===== src/rtl/aibcr3_rx_mark_align_if.sv =====
// Data/control bundle between the RX delay-mimic stage, the marker aligner and the core adapter.
interface aibcr3_rx_mark_align_if #(
  parameter int unsigned DWIDTH = 40,
  parameter int unsigned ERRW   = 8
);
  logic [DWIDTH-1:0] ihssi_rx_data_out_dly;
  logic              rb_align_en;
  logic              rb_err_clr;
  logic [DWIDTH-1:0] o_rx_data_aligned;
  logic              o_rx_data_vld;
  logic              o_align_lock;
  logic [5:0]        o_align_offset;
  logic [ERRW-1:0]   o_mark_err_cnt;

  modport master (
    output ihssi_rx_data_out_dly, rb_align_en, rb_err_clr,
    input  o_rx_data_aligned, o_rx_data_vld, o_align_lock, o_align_offset, o_mark_err_cnt
  );

  modport slave (
    input  ihssi_rx_data_out_dly, rb_align_en, rb_err_clr,
    output o_rx_data_aligned, o_rx_data_vld, o_align_lock, o_align_offset, o_mark_err_cnt
  );
endinterface


===== src/rtl/aibcr3_rx_mark_align.sv =====
// RX word-marker aligner: slides a window over two consecutive words to find the "10" marker,
// qualifies lock, and presents marker-aligned words with error tracking.
module aibcr3_rx_mark_align #(
  parameter int unsigned DWIDTH   = 40,
  parameter int unsigned MARK_POS = 39,
  parameter int unsigned LOCK_CNT = 8,
  parameter int unsigned LOSS_CNT = 4,
  parameter int unsigned ERRW     = 8
) (
  input logic                   rx_clk,
  input logic                   rx_rstn,
  aibcr3_rx_mark_align_if.slave bus
);

  localparam int unsigned GW = $clog2(LOCK_CNT + 1);
  localparam int unsigned BW = $clog2(LOSS_CNT + 1);

  typedef enum logic [1:0] {StHunt, StCheck, StLocked} state_e;

  state_e              state_q, state_d;
  logic [DWIDTH-1:0]   cur_q, prev_q;
  logic [DWIDTH-1:0]   data_q, data_d;
  logic                vld_q, vld_d;
  logic [5:0]          off_q, off_d;
  logic [GW-1:0]       good_q, good_d;
  logic [BW-1:0]       bad_q, bad_d;
  logic [ERRW-1:0]     err_q, err_d;

  logic [2*DWIDTH-1:0] cat;
  logic [DWIDTH-1:0]   win;
  logic                mark_ok;
  logic [5:0]          off_inc;

  always_comb begin
    cat     = {cur_q, prev_q};
    win     = DWIDTH'(cat >> off_q);
    mark_ok = win[MARK_POS] & ~win[MARK_POS-1];
    off_inc = (off_q == 6'(DWIDTH - 1)) ? 6'd0 : off_q + 6'd1;

    state_d = state_q;
    off_d   = off_q;
    good_d  = good_q;
    bad_d   = bad_q;
    err_d   = err_q;

    if (!bus.rb_align_en) begin
      // Bypass: window pinned at offset 0, hunt restarts from scratch when re-enabled.
      state_d = StHunt;
      off_d   = '0;
      good_d  = '0;
      bad_d   = '0;
    end else begin
      unique case (state_q)
        StHunt: begin
          if (mark_ok) begin
            if (LOCK_CNT == 1) begin
              state_d = StLocked;
              bad_d   = '0;
            end else begin
              state_d = StCheck;
              good_d  = GW'(1);
            end
          end else begin
            off_d = off_inc;
          end
        end
        StCheck: begin
          if (mark_ok) begin
            good_d = good_q + GW'(1);
            if (good_q + GW'(1) == GW'(LOCK_CNT)) begin
              state_d = StLocked;
              bad_d   = '0;
            end
          end else begin
            state_d = StHunt;
            good_d  = '0;
            off_d   = off_inc;
          end
        end
        StLocked: begin
          if (mark_ok) begin
            bad_d = '0;
          end else begin
            if (err_q != '1) err_d = err_q + ERRW'(1);
            bad_d = bad_q + BW'(1);
            // Offset is kept so the re-hunt starts from the last good alignment.
            if (bad_q + BW'(1) == BW'(LOSS_CNT)) begin
              state_d = StHunt;
              good_d  = '0;
              bad_d   = '0;
            end
          end
        end
        default: state_d = StHunt;
      endcase
    end

    if (bus.rb_err_clr) err_d = '0;

    data_d = win;
    vld_d  = (state_d == StLocked) || !bus.rb_align_en;
  end

  always_ff @(posedge rx_clk or negedge rx_rstn) begin
    if (!rx_rstn) begin
      state_q <= StHunt;
      cur_q   <= '0;
      prev_q  <= '0;
      data_q  <= '0;
      vld_q   <= 1'b0;
      off_q   <= '0;
      good_q  <= '0;
      bad_q   <= '0;
      err_q   <= '0;
    end else begin
      state_q <= state_d;
      cur_q   <= bus.ihssi_rx_data_out_dly;
      prev_q  <= cur_q;
      data_q  <= data_d;
      vld_q   <= vld_d;
      off_q   <= off_d;
      good_q  <= good_d;
      bad_q   <= bad_d;
      err_q   <= err_d;
    end
  end

  assign bus.o_rx_data_aligned = data_q;
  assign bus.o_rx_data_vld     = vld_q;
  assign bus.o_align_lock      = (state_q == StLocked);
  assign bus.o_align_offset    = off_q;
  assign bus.o_mark_err_cnt    = err_q;

endmodule


===== src/flat_wrapper.sv =====
// flat-port wrapper written by rule: the top's interface ports become plain ports
module aibcr3_rx_mark_align_flat 
#(
  parameter int unsigned DWIDTH   = 40,
  parameter int unsigned MARK_POS = 39,
  parameter int unsigned LOCK_CNT = 8,
  parameter int unsigned LOSS_CNT = 4,
  parameter int unsigned ERRW     = 8
)
  (rx_clk, rx_rstn, bus_ihssi_rx_data_out_dly, bus_rb_align_en, bus_rb_err_clr, bus_o_rx_data_aligned, bus_o_rx_data_vld, bus_o_align_lock, bus_o_align_offset, bus_o_mark_err_cnt);
  aibcr3_rx_mark_align_if #(.DWIDTH(DWIDTH), .ERRW(ERRW)) bus_i ();
  input logic rx_clk;
  input logic rx_rstn;
  input wire logic [$bits(bus_i.ihssi_rx_data_out_dly)-1:0] bus_ihssi_rx_data_out_dly;
  input wire logic [$bits(bus_i.rb_align_en)-1:0] bus_rb_align_en;
  input wire logic [$bits(bus_i.rb_err_clr)-1:0] bus_rb_err_clr;
  output wire logic [$bits(bus_i.o_rx_data_aligned)-1:0] bus_o_rx_data_aligned;
  output wire logic [$bits(bus_i.o_rx_data_vld)-1:0] bus_o_rx_data_vld;
  output wire logic [$bits(bus_i.o_align_lock)-1:0] bus_o_align_lock;
  output wire logic [$bits(bus_i.o_align_offset)-1:0] bus_o_align_offset;
  output wire logic [$bits(bus_i.o_mark_err_cnt)-1:0] bus_o_mark_err_cnt;
  assign bus_i.ihssi_rx_data_out_dly = bus_ihssi_rx_data_out_dly;
  assign bus_i.rb_align_en = bus_rb_align_en;
  assign bus_i.rb_err_clr = bus_rb_err_clr;
  assign bus_o_rx_data_aligned = bus_i.o_rx_data_aligned;
  assign bus_o_rx_data_vld = bus_i.o_rx_data_vld;
  assign bus_o_align_lock = bus_i.o_align_lock;
  assign bus_o_align_offset = bus_i.o_align_offset;
  assign bus_o_mark_err_cnt = bus_i.o_mark_err_cnt;
  aibcr3_rx_mark_align #(.DWIDTH(DWIDTH), .MARK_POS(MARK_POS), .LOCK_CNT(LOCK_CNT), .LOSS_CNT(LOSS_CNT), .ERRW(ERRW)) u_core (.rx_clk(rx_clk), .rx_rstn(rx_rstn), .bus(bus_i));
endmodule

===== config.mk =====
export PLATFORM = sky130hd
export DESIGN_NAME = aibcr3_rx_mark_align_flat
export DESIGN_NICKNAME = d
export VERILOG_FILES = /design/src/rtl/aibcr3_rx_mark_align_if.sv /design/src/rtl/aibcr3_rx_mark_align.sv /design/src/flat_wrapper.sv
export SDC_FILE = /design/constraint.sdc
export NUM_CORES = 1
export LEC_CHECK = 0
export CAP_MARGIN = 20
export CORE_UTILIZATION = 45
export DETAILED_ROUTE_END_ITERATION = 16
export PLACE_DENSITY = 0.68
export SYNTH_ARGS = -nofsm -noshare
export SYNTH_HDL_FRONTEND = slang
export SYNTH_SLANG_ARGS = --single-unit

===== constraint.sdc =====
create_clock -name rx_clk -period 3.7 [get_ports rx_clk]
set_input_delay 0.555 -clock rx_clk [delete_from_list [all_inputs] [get_ports rx_clk]]
set_output_delay 0.555 -clock rx_clk [all_outputs]
set_load 0.02 [all_outputs]

==> key figures <==
Die
  – Die Y: 146.2 um
  – Cell Rows: 52
  – Die area: 21,360 sq um
  – Core ar.: 20,300 sq um
  – Initial Utilization: 46.07%
  – I/O pin count: 100
  – Die span in x: 146.2 um

Global routing
  – Remaining global-route overflow: 0
  – Vias in the first global route: 7,185
  – GRT busiest layer: met1
  – First-pass GRT wire length: 43,010 um
  – M2 GR Usage: 37.81%
  – Global Route Usage Sum: 26.58%
  – Global Route met1 Usage: 38.52%
  – Largest net degree at the start of global routing: 122
  – Initial antenna violation count: 0
  – Met3 Track Usage GR: 7.344%

Finish
  – Area delta synth->final: 19.52%
  – Core Util, Final: 55.06%
  – Nets: 1,013
  – Share of cells above drive strength 1: 17.37%
  – Ant diodes: 0
  – # fillers: 1,821
  – Fin cells: 1,243

Logic synthesis
  – Syn avg cell area: 10.50 sq um
  – Synth Net Count: 944
  – Ys async rst share: 100.0%
  – Post-synthesis cell area: 9351 sq um
  – Top-count cell post-synth: dfrtp_1
  – Cells after synthesis: 891
  – Synth Area in XOR/XNOR: 0.6556%
  – Post-synth top cells: dfrtp_1, nand2_1, mux4_2
  – Adder-cell area share of the yosys netlist: 1.204%
  – Simple logic cell fraction of the synthesized area: 13.22%
  – Synth Area in Compound Gates: 12.14%
  – Main combinational cell family by area after synthesis: multiplexers
  – Flops & latches, synth: 144
  – Seq/Total Area, Yosys: 38.53%
  – Yosys top cell by area: dfrtp_1
  – Primary FF master, synth: dfrtp_1
  – Yosys warnings: 0
  – Post-synthesis mux area share: 29.78%
  – Number of enable flip-flop cells after synthesis: 0
  – Post-synth top area share: 38.53%
  – Unique masters post-synth: 59
  – Top cells by area, synth: dfrtp_1, mux4_2, mux2i_1, nand2_1, nor2_1

Clock tree
  – Setup bufs post-CTS: 0
  – H-tree levels: 4
  – Total clock sinks: 144
  – TritonCTS clock tree: done
  – Clk root buf: clkbuf_16
  – Hold Buf Count CTS: 0
  – CTS clk-pin slew, worst paths: 0.07 ns
  – Longest Clk Path Bufs: 2
  – Post-CTS Resized: 0
  – Worst skew pair latency: 0.44 ns
  – Inserted Clock Buffers: 17

Placement
  – HPWL Detailed: 19,880 um
  – Buffers on Ports: 99
  – Gp weighted congestion: 0.9547
  – Placed cells: 1,210

Run status
  – Status: finished, violations left
  – Violated checks: negative hold slack

Worst setup path
  – Top delay family on crit path: compound AO/OA/AOI/OAI gates
  – Arrival @ worst endpoint: 3.68 ns
  – Critical path fanouts, max: 42
  – CP Cell Sequence: mux4_2 > o22a_1 > a22oi_1 > o22ai_2 > o21ai_2 > a21oi_1 > or4_1 > o21ai_1
  – Critical Path Start Type: flip-flop
  – Crit path buf inv count: 0
  – Worst reg2reg path depth: 8
  – Critical path startpoint: u_core.bus.o_align_offset[0]
  – Setup CP Type: reg2reg
  – Critical Path Stages: 8
  – CP max stage delay: 0.80 ns
  – Critical path's slowest cell: dfrtp_4
  – CP required: 4.06 ns
  – Crit end category: flip-flop
  – Origin of the critical flop-to-flop path: u_core.bus.o_align_offset[0]

Timing
  – Hold_ws: -0.002620 ns
  – Fin. Hold Viols: 2
  – Final setup violation count: 0
  – Fmax: 0.3017 GHz
  – Slew Viols, Final: 0
  – RSZ-0062 raised after global routing: false
  – Clock Skew: 0.01896 ns
  – Final worst path period need: 3.315 ns
  – Setup tns final: 0 ns
  – Slew HR: 52.84%
  – Period Utilization, post-route: 89.59%
  – Slew @ Worst Pin: 0.7074 ns

Pwr
  – Static Leakage: 4.635 nW
  – Pwr per Cell Area: 715.0 nW/um^2
  – Peak VDD IR: 0.4446 mV
  – Total Power: 7.991 mW

Route
  – Number of remaining DRC errors: 0
  – Initial DRT Pass Iterations: 5
  – Final wirelength: 27,210 um
  – Initial DRC Count: 989
  – DR vias: 7,663
  – Avg WL per Cell: 21.89 um
  – ANT nets after route: 0
  – Vias per inst: 6.165

Worst hold path
  – Hold crit path type: in2async

Flow run
  – Maxcap violations: 0
per-stage QoR:
| stage | setup WS [ns] | hold slack (ns) | instance area [sq um] |
|---|---|---|---|
| after floorplan | 0.7788 | 0.2594 | 9351 |
| after CTS | 0.3939 | 0.3359 | 11150 |
| final | 0.3850 | -0.002620 | 11180 |
| after global routing | 0.1604 | 0.02406 | 11180 |
| after detailed placement | 0.4164 | 0.4329 | 10530 |
| after global placement | 0.4811 | 0.4402 | 10530 |
placed cells by master, fill, tap and decap left out, types with 17 or more instances in the layout:
master           Yosys  final
dfrtp_1            144    140
nand2_1            129    129
clkdlybuf4s50_1      0     98
mux4_2              79     79
mux2i_1             78     78
nor2_1              72     72
a21oi_1             53     53
o21ai_0             39     39
inv_1               25     25
buf_4                6     21
mux2_2              20     20
clkbuf_16            0     17
state kept, by name, summed over array words and instances (netlist names):
register and flops:
u_core.bus.o_rx_data_aligned 40, u_core.bus.o_align_offset 6, u_core.bus.o_mark_err_cnt 8, u_core.bad_q 3, u_core.good_q 4, u_core.bus.o_rx_data_vld 1, u_core.prev_q 40, u_core.cur_q 40
u_core.state_q 2
layer usage:
metal  share of wire, %  up-vias
met1                 43     3725
met3                 11       52
met5                  0        -
met4                3.0        0
met2                 43      446
li1                   -     3440
final timing paths:
check,endpoint,slack [ns]
worst min-delay path,u_core.cur_q[7],-0.003
worst min register to register,u_core.prev_q[36],0.45
worst max-delay path,u_core.bad_q[0],0.39
min in group rx_clk,u_core.prev_q[36],0.45
worst max register to register,u_core.bad_q[0],0.39
max in group asynchronous,u_core.bus.o_rx_data_aligned[4],2.98
cells by family after synthesis:
family                     after synthesis
AOI/OAI and AO/OA                      177
xor gates and xnor gates                 7
adders and majority gates                9
buffers and inverters                   98
DFF                                    144
muxes                                  177
and+or+nand+nor                        279
power breakdown:
| group | switching (mW) | internal, mW |
|---|---|---|
| Clock | 0.722 | 1.09 |
| Combinational | 2.25 | 1.84 |
| Sequential | 0.239 | 1.86 |
| Total | 3.21 | 4.78 |
layout make-up:
cell class              count  area (sq um)  share of cell area [%]
clock buffers              18         439.2                   3.929
clock inverters            14         177.7                   1.590
inverters                  27         101.3                  0.9067
multi-input cells         649          5330                   47.69
flip-flops and latches    144          3613                   32.33
well taps                 270         337.8                   3.022
repair buffers            121          1177                   10.53
Power figures use the tool's default switching activity.
